`config.mk`:
```
export PLATFORM = sky130hd
export DESIGN_NAME = counter_cmd_arbiter_flat
export DESIGN_NICKNAME = d
export VERILOG_FILES = /design/src/rtl/counter_cmd_arbiter_pkg.sv /design/src/rtl/counter_cmd_arbiter_if.sv /design/src/rtl/counter_cmd_arbiter_rr_arbiter.sv /design/src/rtl/counter_cmd_arbiter.sv /design/src/flat_wrapper.sv
export SDC_FILE = /design/constraint.sdc
export NUM_CORES = 1
export LEC_CHECK = 0
export ABC_AREA = 1
export CAP_MARGIN = 20
export CORE_ASPECT_RATIO = 1.4
export CORE_UTILIZATION = 45
export CTS_BUF_LIST = sky130_fd_sc_hd__clkbuf_4 sky130_fd_sc_hd__clkbuf_8
export DETAILED_ROUTE_END_ITERATION = 7
export PLACE_DENSITY = 0.73
export SLEW_MARGIN = 20
export SYNTH_ARGS = -nofsm -noshare
export SYNTH_HDL_FRONTEND = slang
export SYNTH_SLANG_ARGS = --single-unit
export TNS_END_PERCENT = 10
```
`constraint.sdc`:
```
create_clock -name sys_clk -period 3.6 [get_ports sys_clk]
set_input_delay 0.36 -clock sys_clk [delete_from_list [all_inputs] [get_ports sys_clk]]
set_output_delay 0.36 -clock sys_clk [all_outputs]
set_load 0.01 [all_outputs]
```
`src/rtl/counter_cmd_arbiter_pkg.sv`:
```
// counter_arb_pkg: shared constants and types for counter_cmd_arbiter.
//   - default channel count, counter width and prescaler width
//   - pending-flag bit positions inside a per-channel flag vector
//   - signed service delta type and a helper that derives it from the flags
package counter_arb_pkg;

  localparam int unsigned N_CH_DEF  = 4;
  localparam int unsigned WIDTH_DEF = 8;
  localparam int unsigned DIV_W_DEF = 24;

  // Pending-flag bit positions
  localparam int unsigned P_RST   = 0;
  localparam int unsigned P_UP    = 1;
  localparam int unsigned P_DN    = 2;
  localparam int unsigned P_AUTO  = 3;
  localparam int unsigned N_FLAGS = 4;

  typedef logic [N_FLAGS-1:0] flags_t;
  typedef logic signed [2:0]  delta_t;

  // delta = up + auto - down, range -1..+2
  function automatic delta_t flags_delta(input flags_t f);
    delta_t d;
    d = '0;
    if (f[P_UP])   d = d + 3'sd1;
    if (f[P_AUTO]) d = d + 3'sd1;
    if (f[P_DN])   d = d - 3'sd1;
    return d;
  endfunction

endpackage

```
`src/rtl/counter_cmd_arbiter_if.sv`:
```
// counter_cmd_arbiter_if: command/status bundle of counter_cmd_arbiter.
//   Host -> counter block : enable, div_load, auto_en, reset_req, up_req, down_req
//   Counter block -> host : count, eq_zero_pulse, eq_max_pulse, overrun, busy
//   master modport = host side, slave modport = counter block.
interface counter_cmd_arbiter_if
  import counter_arb_pkg::*;
#(
  parameter int unsigned N_CH  = N_CH_DEF,
  parameter int unsigned WIDTH = WIDTH_DEF,
  parameter int unsigned DIV_W = DIV_W_DEF
);

  logic                  enable;
  logic [DIV_W-1:0]      div_load;
  logic [N_CH-1:0]       auto_en;
  logic [N_CH-1:0]       reset_req;
  logic [N_CH-1:0]       up_req;
  logic [N_CH-1:0]       down_req;
  logic [N_CH*WIDTH-1:0] count;
  logic [N_CH-1:0]       eq_zero_pulse;
  logic [N_CH-1:0]       eq_max_pulse;
  logic [N_CH-1:0]       overrun;
  logic                  busy;

  modport master (
    output enable, div_load, auto_en, reset_req, up_req, down_req,
    input  count, eq_zero_pulse, eq_max_pulse, overrun, busy
  );

  modport slave (
    input  enable, div_load, auto_en, reset_req, up_req, down_req,
    output count, eq_zero_pulse, eq_max_pulse, overrun, busy
  );

endinterface

```
`src/rtl/counter_cmd_arbiter_rr_arbiter.sv`:
```
// rr_arbiter: combinational round-robin arbiter.
//   req   [N]     request vector
//   ptr   [PTR_W] highest-priority index this cycle
//   grant [N]     one-hot grant: first requester at or above ptr, with wrap
//   valid         any request present
module rr_arbiter #(
  parameter int unsigned N     = 4,
  parameter int unsigned PTR_W = (N > 1) ? $clog2(N) : 1
) (
  input  logic [N-1:0]     req,
  input  logic [PTR_W-1:0] ptr,
  output logic [N-1:0]     grant,
  output logic             valid
);

  logic [N-1:0] hi_mask;
  logic [N-1:0] pick;

  // Requests at or above ptr win; if none, wrap to the lowest requester.
  always_comb begin
    hi_mask = '0;
    for (int unsigned i = 0; i < N; i++) begin
      hi_mask[i] = (PTR_W'(i) >= ptr);
    end
    pick  = ((req & hi_mask) != '0) ? (req & hi_mask) : req;
    grant = '0;
    valid = 1'b0;
    for (int unsigned i = 0; i < N; i++) begin
      if (pick[i] && !valid) begin
        grant[i] = 1'b1;
        valid    = 1'b1;
      end
    end
  end

endmodule

```
`src/rtl/counter_cmd_arbiter.sv`:
```
// counter_cmd_arbiter: N_CH up/down counters sharing one add/sub datapath.
//   sys_clk    sole clock
//   sys_rst_n  asynchronous active-low reset
//   bus        counter_cmd_arbiter_if.slave (commands in, counts/events out)
// Command pulses and prescaler ticks latch per-channel pending flags; a
// round-robin arbiter services one channel per cycle, updating its count
// and emitting eq_zero/eq_max event pulses. overrun flags merged requests.
// Build option: define COUNTER_SAT_EN to saturate instead of wrapping.
module counter_cmd_arbiter
  import counter_arb_pkg::*;
#(
  parameter int unsigned N_CH  = N_CH_DEF,
  parameter int unsigned WIDTH = WIDTH_DEF,
  parameter int unsigned DIV_W = DIV_W_DEF
) (
  input  logic                  sys_clk,
  input  logic                  sys_rst_n,
  counter_cmd_arbiter_if.slave  bus
);

  localparam int unsigned PTR_W = (N_CH > 1) ? $clog2(N_CH) : 1;
  localparam logic [WIDTH-1:0] CNT_MAX = '1;

  logic [DIV_W-1:0]      div_cnt_q, div_cnt_d;
  logic                  tick;
  flags_t                pend_q [N_CH];
  flags_t                pend_d [N_CH];
  logic [PTR_W-1:0]      rr_ptr_q, rr_ptr_d;
  logic [N_CH*WIDTH-1:0] count_q, count_d;
  logic [N_CH-1:0]       eq_zero_q, eq_zero_d;
  logic [N_CH-1:0]       eq_max_q, eq_max_d;
  logic [N_CH-1:0]       overrun_q, overrun_d;

  logic [N_CH-1:0]       pend_any;
  logic [N_CH-1:0]       grant;
  logic                  grant_vld;
  logic [PTR_W-1:0]      grant_idx;
  flags_t                grant_flags;
  logic [WIDTH-1:0]      cur_cnt;
  logic [WIDTH-1:0]      result;
  delta_t                delta;
`ifdef COUNTER_SAT_EN
  logic signed [WIDTH+1:0] sum;
`endif

  // Prescaler: reloads while disabled so a fresh enable ticks after div_load+1.
  always_comb begin
    tick = bus.enable && (div_cnt_q == '0);
    if (!bus.enable || tick) div_cnt_d = bus.div_load;
    else                     div_cnt_d = div_cnt_q - 1'b1;
  end

  always_comb begin
    for (int unsigned c = 0; c < N_CH; c++) begin
      pend_any[c] = |pend_q[c];
    end
  end

  rr_arbiter #(
    .N     (N_CH),
    .PTR_W (PTR_W)
  ) u_arb (
    .req   (pend_any),
    .ptr   (rr_ptr_q),
    .grant (grant),
    .valid (grant_vld)
  );

  // Select the granted channel's flags and count for the shared datapath.
  always_comb begin
    grant_idx   = '0;
    grant_flags = '0;
    cur_cnt     = '0;
    for (int unsigned c = 0; c < N_CH; c++) begin
      if (grant[c]) begin
        grant_idx   = PTR_W'(c);
        grant_flags = pend_q[c];
        cur_cnt     = count_q[c*WIDTH +: WIDTH];
      end
    end
  end

  // Shared add/sub datapath
  always_comb begin
    delta = flags_delta(grant_flags);
`ifdef COUNTER_SAT_EN
    sum = $signed({2'b00, cur_cnt}) + $signed({{(WIDTH-1){delta[2]}}, delta});
    if (sum[WIDTH+1])  result = '0;
    else if (sum[WIDTH]) result = CNT_MAX;
    else               result = sum[WIDTH-1:0];
`else
    result = cur_cnt + $unsigned(WIDTH'(delta));
`endif
    if (grant_flags[P_RST]) result = '0;
  end

  // Flag update: the granted channel is cleared before new requests merge,
  // so a same-cycle request re-arms it without counting as an overrun.
  always_comb begin
    flags_t inc;
    count_d   = count_q;
    eq_zero_d = '0;
    eq_max_d  = '0;
    overrun_d = '0;
    rr_ptr_d  = rr_ptr_q;
    for (int unsigned c = 0; c < N_CH; c++) begin
      inc         = '0;
      inc[P_RST]  = bus.reset_req[c];
      inc[P_UP]   = bus.up_req[c];
      inc[P_DN]   = bus.down_req[c];
      inc[P_AUTO] = tick && bus.auto_en[c];
      pend_d[c]    = (grant[c] ? flags_t'('0) : pend_q[c]) | inc;
      overrun_d[c] = !grant[c] && ((pend_q[c] & inc) != '0);
      if (grant[c]) begin
        count_d[c*WIDTH +: WIDTH] = result;
        eq_zero_d[c] = (result == '0);
        eq_max_d[c]  = (result == CNT_MAX);
      end
    end
    if (grant_vld) begin
      rr_ptr_d = (grant_idx == PTR_W'(N_CH-1)) ? '0 : grant_idx + 1'b1;
    end
  end

  always_ff @(posedge sys_clk or negedge sys_rst_n) begin
    if (!sys_rst_n) begin
      div_cnt_q <= '0;
      rr_ptr_q  <= '0;
      count_q   <= '0;
      eq_zero_q <= '0;
      eq_max_q  <= '0;
      overrun_q <= '0;
      for (int unsigned c = 0; c < N_CH; c++) pend_q[c] <= '0;
    end else begin
      div_cnt_q <= div_cnt_d;
      rr_ptr_q  <= rr_ptr_d;
      count_q   <= count_d;
      eq_zero_q <= eq_zero_d;
      eq_max_q  <= eq_max_d;
      overrun_q <= overrun_d;
      for (int unsigned c = 0; c < N_CH; c++) pend_q[c] <= pend_d[c];
    end
  end

  assign bus.count         = count_q;
  assign bus.eq_zero_pulse = eq_zero_q;
  assign bus.eq_max_pulse  = eq_max_q;
  assign bus.overrun       = overrun_q;
  assign bus.busy          = |pend_any;

endmodule

```
`src/flat_wrapper.sv`:
```
// flat-port wrapper written by rule: the top's interface ports become plain ports
module counter_cmd_arbiter_flat import counter_arb_pkg::*;
#(
  parameter int unsigned N_CH  = N_CH_DEF,
  parameter int unsigned WIDTH = WIDTH_DEF,
  parameter int unsigned DIV_W = DIV_W_DEF
)
  (sys_clk, sys_rst_n, bus_enable, bus_div_load, bus_auto_en, bus_reset_req, bus_up_req, bus_down_req, bus_count, bus_eq_zero_pulse, bus_eq_max_pulse, bus_overrun, bus_busy);
  counter_cmd_arbiter_if #(.N_CH(N_CH), .WIDTH(WIDTH), .DIV_W(DIV_W)) bus_i ();
  input  logic sys_clk;
  input  logic sys_rst_n;
  input wire logic [$bits(bus_i.enable)-1:0] bus_enable;
  input wire logic [$bits(bus_i.div_load)-1:0] bus_div_load;
  input wire logic [$bits(bus_i.auto_en)-1:0] bus_auto_en;
  input wire logic [$bits(bus_i.reset_req)-1:0] bus_reset_req;
  input wire logic [$bits(bus_i.up_req)-1:0] bus_up_req;
  input wire logic [$bits(bus_i.down_req)-1:0] bus_down_req;
  output wire logic [$bits(bus_i.count)-1:0] bus_count;
  output wire logic [$bits(bus_i.eq_zero_pulse)-1:0] bus_eq_zero_pulse;
  output wire logic [$bits(bus_i.eq_max_pulse)-1:0] bus_eq_max_pulse;
  output wire logic [$bits(bus_i.overrun)-1:0] bus_overrun;
  output wire logic [$bits(bus_i.busy)-1:0] bus_busy;
  assign bus_i.enable = bus_enable;
  assign bus_i.div_load = bus_div_load;
  assign bus_i.auto_en = bus_auto_en;
  assign bus_i.reset_req = bus_reset_req;
  assign bus_i.up_req = bus_up_req;
  assign bus_i.down_req = bus_down_req;
  assign bus_count = bus_i.count;
  assign bus_eq_zero_pulse = bus_i.eq_zero_pulse;
  assign bus_eq_max_pulse = bus_i.eq_max_pulse;
  assign bus_overrun = bus_i.overrun;
  assign bus_busy = bus_i.busy;
  counter_cmd_arbiter #(.N_CH(N_CH), .WIDTH(WIDTH), .DIV_W(DIV_W)) u_core (.sys_clk(sys_clk), .sys_rst_n(sys_rst_n), .bus(bus_i));
endmodule
```
==> impl_metrics.py, run 1 <==
metrics = {
    "cells_and_area": {
        "n_fill_cell": 899,
        "areaGrowthSynthToFinish_pct": 38.4,
        "final_nets": 792,
        "drive_above_1_share": 0.201,
        "stdcell_area_mm2": 0.00660,
        "diodes": 0,
    },
    "routing": {
        "drt-total-wl_um": 12700,
        "viasPerCell": 5.15,
        "drc": 0,
        "vias": 4531,
        "drtIter0Drc": 182,
        "wire_per_inst_um": 14.4,
        "postRouteAntennaNets": 0,
        "drt_pass1_iterations": 7,
    },
    "clock_tree": {
        "ctsHoldBuffers": 0,
        "clockBufferDepth": 2,
        "cts_num_sinks": 86,
        "cts-root-buf": "clkbuf_8",
        "cts.htree.levels": 3,
        "cts_tree": "done",
        "numCtsBuffers": 9,
        "clock_latency_ns": 0.37,
        "clk_pin_slew_ns": 0.09,
    },
    "timing": {
        "skew_ns": 0.00795,
        "rsz0062_at_grt": "yes",
        "fmax_ghz": 0.265,
        "post-route-period-util": 1.05,
        "finalSetupViolations": 15,
        "setup_slack_ns": -0.170,
        "timing.slew.headroom": 0.483,
        "tightest_slew_ns": 0.776,
        "finalCriticalPeriod_ns": 3.77,
        "finalSetupTns_ns": -1.07,
        "fin_hold_ws_ns": -0.00597,
        "finalMaxSlewViolations": 0,
        "finalHoldViolations": 3,
    },
    "yosys": {
        "yosysMostFrequentCell": "nand2_1",
        "synth_common_cells": "138 x nand2_1, 86 x dfrtp_1, 71 x inv_1",
        "synth.top_cell.area_share": 0.451,
        "synth_area_mm2": 0.00477,
        "ys_ff_latch": 86,
        "syn_nets": 648,
        "syn_area_per_cell_um2": 8.03,
        "async_reset_ff_frac": 1.00,
        "synth.distinct_cells": 43,
        "synth-edff-count": 0,
        "synth_ff_type": "dfrtp_1",
        "seq_area_frac_synth": 0.451,
        "netlist_instances": 594,
        "synth_area_leader_cell": "dfrtp_1",
        "ys_warn_count": 0,
        "synth_top_cells_by_area": "dfrtp_1 45%, nand2_1 11%, o21ai_0 5.8%, inv_1 5.6%, nor2_1 4.8%",
    },
    "worst_setup_path": {
        "crit_arrival_ns": 4.08,
        "cp_max_fo": 5,
        "slowest_delay_ns": 0.41,
        "crit_chain": "nor2_1, nand2_2, nand2_2, nand2_4, nor2_4, nand2_2, nand2_4, nand3_2, nand2_1, nand2_1, nor2_4, inv_2, ha_4, xor2_1, ha_2, fa_2, nand4_1, o211ai_1, xor2_1, buf_4, nand4_4, nor2_4, nand3_4, nor2_2",
        "required_ns": 3.91,
        "end_kind": "register",
        "critPathLaunchType": "register",
        "slowest_stage": "fa_2",
        "reg2reg_to": "u_core.bus.eq_max_pulse[2]",
        "r2r_cells": 24,
        "regToRegStartpoint": "u_core.pend_q[6]",
        "worst-r2r-setup-slack_ns": -0.17,
        "path_class": "reg2reg",
    },
    "grt": {
        "grt-busiest-layer": "met2",
        "grt_pass1_vias": 4463,
        "antenna_found_initial": 0,
        "grt_pass1_wl_um": 20000,
        "grt_use_total": 0.241,
        "grt_max_degree": 87,
        "use_met2": 0.441,
        "grt.overflow.total": 0,
        "groute.layer.met1.usage": 0.263,
        "grt_use_met3": 0.0404,
    },
    "pwr": {
        "switchingPower_w": 0.00279,
        "pwr-share-seq": 0.229,
        "combPwrFrac": 0.656,
        "power_frac_clock": 0.115,
        "p_leak_nw": 3.07,
        "power_density_mw_per_mm2": 907,
        "internal_power_w": 0.00320,
        "power.total_w": 0.00599,
        "ir_drop_mv": 0.350,
        "swShare": 0.465,
    },
    "die": {
        "num_rows": 44,
        "die_w_um": 89.0,
        "die_height_um": 124,
        "initial_core_util": 0.461,
        "die_area_mm2": 0.0110,
        "pin_count": 88,
        "core_area_mm2": 0.0103,
    },
    "run_status": {
        "violations": "hold timing, setup timing",
        "status": "finished with violations",
    },
    "placement": {
        "place_area_mm2": 0.00610,
        "place_congestion": 0.898,
        "pre_cts_ws_ns": -0.231,
        "place_hpwl_um": 9450,
        "io_buffers": 87,
    },
    "job": {
        "max_cap_viol_count": 0,
    },
    "hold_path": {
        "min_path_type": "in2async",
    },
}
[worst max-delay path: cells and delay by family (launching register included)]
kind | cells | cell delay (ns)
simple gates | 16 | 1.69
fa+ha+maj | 3 | 0.86
xor+xnor | 2 | 0.42
flops | 1 | 0.39
buf+inv | 2 | 0.24
compound gates | 1 | 0.11
[sequential cells by signal, indices dropped and copies added (netlist names)]
name / cells
u_core.bus.count: 32
u_core.div_cnt_q: 24
u_core.pend_q: 16
u_core.bus.eq_max_pulse: 4
u_core.bus.eq_zero_pulse: 4
u_core.bus.overrun: 4
u_core.rr_ptr_q: 2
[what timing repair did]
action | 4_1_cts | 5_1_grt
buffers inserted | 6 | 7
resized for setup | 16 | 32
endpoints found under the setup margin | 19 | 31
pin swaps | 8 | 26
[kinds of logic after synthesis]
kind of cell / Yosys count / share of synthesized area
fa+ha+maj: 11 / 0.0304
buf+inv: 93 / 0.0763
compound gates: 111 / 0.136
simple gates: 275 / 0.273
xor+xnor: 18 / 0.0331
flops: 86 / 0.451
[metrics by stage]
step / instances / hold WS (ns) / utilization
2_1_floorplan: 594 / 0.0644 / -
3_3_place_gp: 852 / 0.497 / 0.589
3_5_place_dp: 852 / 0.506 / 0.589
4_1_cts: 873 / 0.217 / 0.618
5_1_grt: 880 / 0.100 / 0.638
6_report: 880 / -0.00597 / 0.638
[routing by layer]
| metal | wire length [um] | share of wire |
|---|---|---|
| met1 | 4780 | 0.38 |
| met2 | 6860 | 0.54 |
| met3 | 603 | 0.047 |
| met4 | 447 | 0.035 |
| met5 | 0 | 0 |
[power groups by stage]
stage	clock [W]	sequential [W]	combinational (W)
floorplan	0	0.00143	0.00196
global placement	0	0.00137	0.00321
detailed placement	0	0.00138	0.00327
CTS	0.000694	0.00136	0.00348
global route	0.000732	0.00139	0.00431
finish	0.000688	0.00137	0.00393
[layout make-up]
type,instances,area [um^2],share of cell area
Inverter,79,300,0.0455
Tap cell,138,173,0.0262
Timing Repair Buffer,147,1350,0.204
Clock inverter,5,60.1,0.00910
Clock buffer,10,138,0.0209
Sequential cell,86,2150,0.326
Multi-Input combinational cell,415,2430,0.368
[worst max-delay path by stage]
| stage | startpoint | slack [ns] | end |
|---|---|---|---|
| floorplan | u_core.pend_q[2] | 0.04 | u_core.bus.eq_zero_pulse[0] |
| global placement | u_core.pend_q[6] | -0.10 | u_core.bus.eq_max_pulse[0] |
| detailed placement | u_core.pend_q[6] | -0.23 | u_core.bus.eq_max_pulse[0] |
| CTS | u_core.pend_q[15] | -0.06 | u_core.bus.eq_zero_pulse[0] |
| global route | u_core.pend_q[5] | -0.57 | u_core.bus.eq_max_pulse[2] |
| finish | u_core.pend_q[6] | -0.17 | u_core.bus.eq_max_pulse[2] |
[cell usage in the layout, fill, tap and decap left out, types with 3 or more instances in the layout]
cell / count
a21o_1: 7
a21oi_1: 11
a22oi_1: 8
a31oi_1: 8
buf_4: 58
clkbuf_8: 10
clkdlybuf4s50_1: 86
dfrtp_1: 86
ha_1: 7
inv_1: 69
inv_2: 8
nand2_1: 132
nand2_2: 11
nand2_4: 12
nand3_1: 21
nand3_2: 6
nand3_4: 3
nand4_1: 6
nor2_1: 52
nor2_2: 9
nor2_4: 6
nor3_1: 5
nor4_1: 3
o211ai_1: 3
o21ai_0: 53
o21ai_1: 3
o221ai_1: 4
o22ai_1: 5
or2_2: 3
xnor2_1: 9
xor2_1: 9
Power figures use the tool's default switching activity.
==> inputs of run 2 (changes only) <==
--- a/config.mk
+++ b/config.mk
@@ -10,6 +10,6 @@
 export CORE_ASPECT_RATIO = 1.4
-export CORE_UTILIZATION = 45
+export CORE_UTILIZATION = 48
 export CTS_BUF_LIST = sky130_fd_sc_hd__clkbuf_4 sky130_fd_sc_hd__clkbuf_8
 export DETAILED_ROUTE_END_ITERATION = 7
-export PLACE_DENSITY = 0.73
+export PLACE_DENSITY = 0.77
 export SLEW_MARGIN = 20
@@ -18,2 +18,2 @@
 export SYNTH_SLANG_ARGS = --single-unit
-export TNS_END_PERCENT = 10
+export TNS_END_PERCENT = 50
--- a/constraint.sdc
+++ b/constraint.sdc
@@ -3,2 +3,2 @@
 set_output_delay 0.36 -clock sys_clk [all_outputs]
-set_load 0.01 [all_outputs]
+set_load 0.1 [all_outputs]
==> run 2 against run 1 <==
  * The flow finishes with violations (setup timing)
  * Worst setup slack improved by 0.017 ns
  * Critical endpoint is now u_core.bus.eq_max_pulse[3]
  * First-iteration DRC count up 35%
  * Global-route usage increased by 2.7 points
  * Flip-flop and latch count is the same
  * Worst hold slack better by 0.029 ns
==> impl_metrics.py, run 2 (same netlist as run 1, synthesis figures left out) <==
metrics = {
    "worst_setup_path": {
        "endpoint": "u_core.bus.eq_max_pulse[3]",
        "cp_max_fo": 5,
        "critPathLaunchType": "register",
        "regToRegStartpoint": "u_core.pend_q[7]",
        "path_class": "reg2reg",
        "reg2reg_to": "u_core.bus.eq_max_pulse[3]",
        "r2r_cells": 24,
        "required_ns": 3.89,
        "worst-r2r-setup-slack_ns": -0.15,
        "startpoint": "u_core.pend_q[7]",
        "slowest_stage": "dfrtp_1",
        "end_kind": "register",
        "crit_arrival_ns": 4.04,
        "crit_chain": "nor2_1, nand2_2, nand2_2, nand2_4, nor2_4, nand2_2, nand2_4, nand3_2, nand2_1, nand2_1, nor2_2, inv_2, ha_4, xor2_2, ha_2, fa_2, nand4_1, o211ai_1, xor2_1, buf_4, nand4_4, nor2_4, nand3_4, nor2_1",
        "slowest_delay_ns": 0.40,
        "path_common_cell": "nand2_2",
    },
    "clock_tree": {
        "cts-root-buf": "clkbuf_8",
        "clk_pin_slew_ns": 0.08,
        "cts.htree.levels": 3,
        "numCtsBuffers": 9,
        "cts_tree": "done",
        "clockBufferDepth": 2,
        "clock_latency_ns": 0.36,
        "cts_num_sinks": 86,
    },
    "routing": {
        "drtIter0Drc": 245,
        "dr_wl_met3_um": 660,
        "drc": 0,
        "wl_met1_um": 5140,
        "wl_met2_um": 7330,
        "dr.max_layer_used": "met4",
        "wire_per_inst_um": 15.6,
        "vias": 4682,
        "viasPerCell": 5.30,
        "postRouteAntennaNets": 0,
        "drt_pass1_iterations": 5,
        "drt-total-wl_um": 13700,
    },
    "grt": {
        "grt.overflow.total": 0,
        "antenna_found_initial": 0,
        "grt_pass1_wl_um": 21400,
        "grt_max_degree": 87,
        "grt_use_total": 0.268,
        "grt_pass1_vias": 4723,
    },
    "timing": {
        "rsz0062_at_grt": "yes",
        "finalMaxSlewViolations": 0,
        "post-route-period-util": 1.04,
        "setup_slack_ns": -0.154,
        "skew_ns": 0.00870,
        "finalSetupViolations": 12,
        "timing.slew.headroom": 0.321,
        "finalCriticalPeriod_ns": 3.75,
        "finalHoldViolations": 0,
        "fmax_ghz": 0.266,
        "finalSetupTns_ns": -1.26,
        "tightest_slew_ns": 1.01,
    },
    "die": {
        "num_rows": 42,
        "die_w_um": 86.2,
        "core_area_mm2": 0.00956,
        "pin_count": 88,
        "initial_core_util": 0.499,
        "die_height_um": 120,
        "die_area_mm2": 0.0103,
    },
    "placement": {
        "place_hpwl_um": 9610,
        "io_buffers": 87,
        "pre_cts_ws_ns": -0.194,
        "place_congestion": 0.937,
    },
    "cells_and_area": {
        "final_cell_mix": "126 x nand2_1, 86 x dfrtp_1, 85 x clkdlybuf4s50_1",
        "n_fill_cell": 724,
        "diodes": 0,
        "drive_above_1_share": 0.241,
        "areaGrowthSynthToFinish_pct": 42.2,
        "final_common_cell": "nand2_1",
        "largest_reg_flops": 32,
        "final_nets": 801,
    },
    "run_status": {
        "violations": "setup timing",
        "status": "finished with violations",
    },
    "job": {
        "max_cap_viol_count": 0,
    },
    "hold_path": {
        "min_path_type": "in2async",
    },
}
==> run 2: stage by stage <==
stage          std cells  hold slack (ns)  area, um^2   util
5_1_grt              884            0.115        6780  0.709
2_1_floorplan        594           0.0644        4770      -
4_1_cts              876            0.225        6540  0.684
3_5_place_dp         851            0.503        6120  0.640
3_3_place_gp         851            0.495        6120  0.640
6_report             884           0.0228        6780  0.709
==> run 2: worst min path at each step <==
stage | startpoint | endpoint | slack (ns) | cells past startpoint
after floorplan | sys_rst_n | u_core.bus.count[0] | 0.06 | 0
after global placement | u_core.bus.count[7] | u_core.bus.count[7] | 0.50 | 2
after detailed placement | u_core.bus.count[7] | u_core.bus.count[7] | 0.50 | 2
after CTS | sys_rst_n | u_core.div_cnt_q[13] | 0.23 | 1
after global routing | sys_rst_n | u_core.div_cnt_q[9] | 0.12 | 1
final | sys_rst_n | u_core.div_cnt_q[13] | 0.02 | 1
==> run 2: critical path: cells and delay by family (launching register included) <==
kind                     cells  cell delay (ns)
AO/OA/AOI/OAI                1             0.11
XOR/XNOR                     2             0.37
adder cells (fa/ha/maj)      3             0.82
buffers and inverters        2             0.25
flip-flops                   1             0.40
AND/OR/NAND/NOR             16             1.74
==> run 2: cell type report <==
class / count / area, um^2 / share of cell area
Clock inverter: 5 / 35.0 / 0.00517
Sequential cell: 86 / 2150 / 0.317
Tap cell: 132 / 165 / 0.0244
Multi-Input combinational cell: 415 / 2550 / 0.377
Inverter: 79 / 305 / 0.0450
Clock buffer: 11 / 145 / 0.0214
Timing Repair Buffer: 156 / 1420 / 0.210
==> run 2: repair_timing <==
action                     in CTS  in global routing
gates resized for setup        31                 49
buffers inserted                9                  8
hold buffers                    0                  0
setup endpoints to repair      23                 28
pin swaps                      16                 17
==> run 2: metal layers <==
| metal | track usage | up-vias |
|---|---|---|
| met3 | 0.0536 | 49 |
| met2 | 0.492 | 165 |
| met4 | 0.134 | 0 |
| met1 | 0.286 | 2232 |
| li1 | - | 2236 |
| met5 | 0 | - |
Power of run 2 is left out: the tool's default activity adds up to more than one toggle a clock period on the data nets, which glitch-free logic cannot reach.
==> inputs of run 3 (changes only) <==
- CORE_MARGIN: default -> 8
==> run 3 against run 2 <==
  * Global-route usage shrank 6.3 points
  * The flow still finishes with violations (setup timing)
  * Critical path type unchanged
  * Final cell count grew 0.45%
  * Fmax shrank 5.5%
==> impl_metrics.py, run 3 (same netlist as run 1, synthesis figures left out) <==
metrics = {
    "routing": {
        "vias": 4852,
        "drtIter0Drc": 424,
        "drt-total-wl_um": 15300,
        "wire_per_inst_um": 17.3,
        "drt_pass1_iterations": 5,
        "viasPerCell": 5.46,
        "postRouteAntennaNets": 0,
        "drc": 0,
    },
    "die": {
        "pin_count": 88,
        "die_height_um": 134,
        "initial_core_util": 0.487,
        "num_rows": 43,
        "die_w_um": 100,
        "core_area_mm2": 0.00979,
        "die_area_mm2": 0.0134,
    },
    "grt": {
        "grt_pass1_vias": 4794,
        "grt_max_degree": 87,
        "antenna_found_initial": 0,
        "grt.overflow.total": 0,
        "grt_pass1_wl_um": 21900,
        "grt_use_total": 0.205,
    },
    "cells_and_area": {
        "largest_reg_flops": 32,
        "finish.utilization": 0.693,
        "final_cell_mix": "123 x nand2_1, 86 x dfrtp_1, 85 x clkdlybuf4s50_1",
        "drive_above_1_share": 0.246,
        "final_nets": 804,
        "final_common_cell": "nand2_1",
        "areaGrowthSynthToFinish_pct": 42.2,
        "diodes": 0,
    },
    "job": {
        "max_cap_viol_count": 0,
    },
    "clock_tree": {
        "cts.htree.levels": 3,
        "clock_latency_ns": 0.36,
        "clk_pin_slew_ns": 0.08,
        "cts_num_sinks": 86,
        "ctsHoldBuffers": 0,
        "cts_tree": "done",
        "clockBufferDepth": 2,
        "numCtsBuffers": 9,
        "cts-root-buf": "clkbuf_8",
    },
    "timing": {
        "finalHoldViolations": 0,
        "tightest_slew_ns": 1.02,
        "finalMaxSlewViolations": 0,
        "setup_slack_ns": -0.374,
        "finalSetupViolations": 23,
        "post-route-period-util": 1.10,
        "finalCriticalPeriod_ns": 3.97,
        "timing.slew.headroom": 0.320,
        "skew_ns": 0.00850,
        "rsz0062_at_grt": "yes",
        "fmax_ghz": 0.252,
    },
    "worst_setup_path": {
        "end_kind": "register",
        "crit_arrival_ns": 4.28,
        "critPathLaunchType": "register",
        "path_class": "reg2reg",
        "required_ns": 3.90,
        "worst-r2r-setup-slack_ns": -0.37,
        "cp_max_fo": 5,
    },
    "placement": {
        "io_buffers": 87,
        "place_hpwl_um": 10300,
        "pre_cts_ws_ns": -0.244,
        "place_congestion": 0.939,
    },
    "hold_path": {
        "min_path_type": "in2async",
    },
    "run_status": {
        "violations": "setup timing",
        "status": "finished with violations",
    },
}
## run 3: cell types whose count changed in the layout (fill, tap and decap cells not counted), sizes merged
cell      change
buf           +3
clkinvlp      -3
clkbuf        -2
clkinv        +2
bufinv        +1
## run 3: path summary, 6_finish.rpt
check                      cells past startpoint            startpoint                          to
max                                           24      u_core.pend_q[4]  u_core.bus.eq_max_pulse[3]
min                                            1             sys_rst_n       u_core.bus.overrun[1]
max reg2reg                                   24      u_core.pend_q[4]  u_core.bus.eq_max_pulse[3]
min reg2reg                                    2  u_core.bus.count[18]        u_core.bus.count[18]
max in group asynchronous                      1             sys_rst_n       u_core.bus.overrun[3]
min in group sys_clk                           2  u_core.bus.count[18]        u_core.bus.count[18]
## run 3: what timing repair did
action	4_1_cts	5_1_grt
setup buffers	8	16
endpoints found under the hold margin	0	0
setup endpoints to repair	19	31
resized for setup	23	59
pin swaps	22	45
gates cloned	0	0
## run 3: stage by stage
step / instance area, um^2 / TNS [ns] / cells / hold slack [ns]
6_report: 6780 / -5.28 / 888 / 0.0425
5_1_grt: 6780 / -9.86 / 888 / 0.125
4_1_cts: 6430 / -0.252 / 874 / 0.234
3_5_place_dp: 6110 / -2.25 / 852 / 0.499
3_3_place_gp: 6110 / -0.577 / 852 / 0.492
2_1_floorplan: 4770 / 0 / 594 / 0.0644
## run 3: layout make-up
cell class,instances,area (um^2)
Tap cell,135,169
Inverter,79,300
Sequential cell,86,2150
Clock buffer,9,124
Fill cell,750,3010
Clock inverter,5,52.6
Timing Repair Buffer,159,1440
Multi-Input combinational cell,415,2550
## run 3: layer usage
layer,track usage,part of all wire,up-vias,wire length (um)
li1,-,-,2240,-
met1,0.209,0.35,2286,5440
met2,0.378,0.53,238,8140
met3,0.0436,0.060,88,925
met4,0.107,0.054,0,827
met5,0,0,-,0
## run 3: worst max-delay path: stages (launching register included)
cell	delay, ns
dfrtp_1	0.41
nor2_2	0.13
nand2_2	0.10
buf_4	0.15
buf_4	0.12
nand3_1	0.09
nand2_2	0.09
buf_4	0.16
nand3_1	0.11
nand2_1	0.09
nor2_2	0.17
inv_2	0.08
buf_4	0.14
nor2_4	0.21
ha_4	0.26
a21oi_1	0.31
inv_1	0.13
a31oi_1	0.26
or2_2	0.17
nand2_2	0.07
nor3_2	0.14
nand2_1	0.12
nor2_4	0.14
nand3_4	0.12
nor2_2	0.12
Power of run 3 is left out for the same reason.
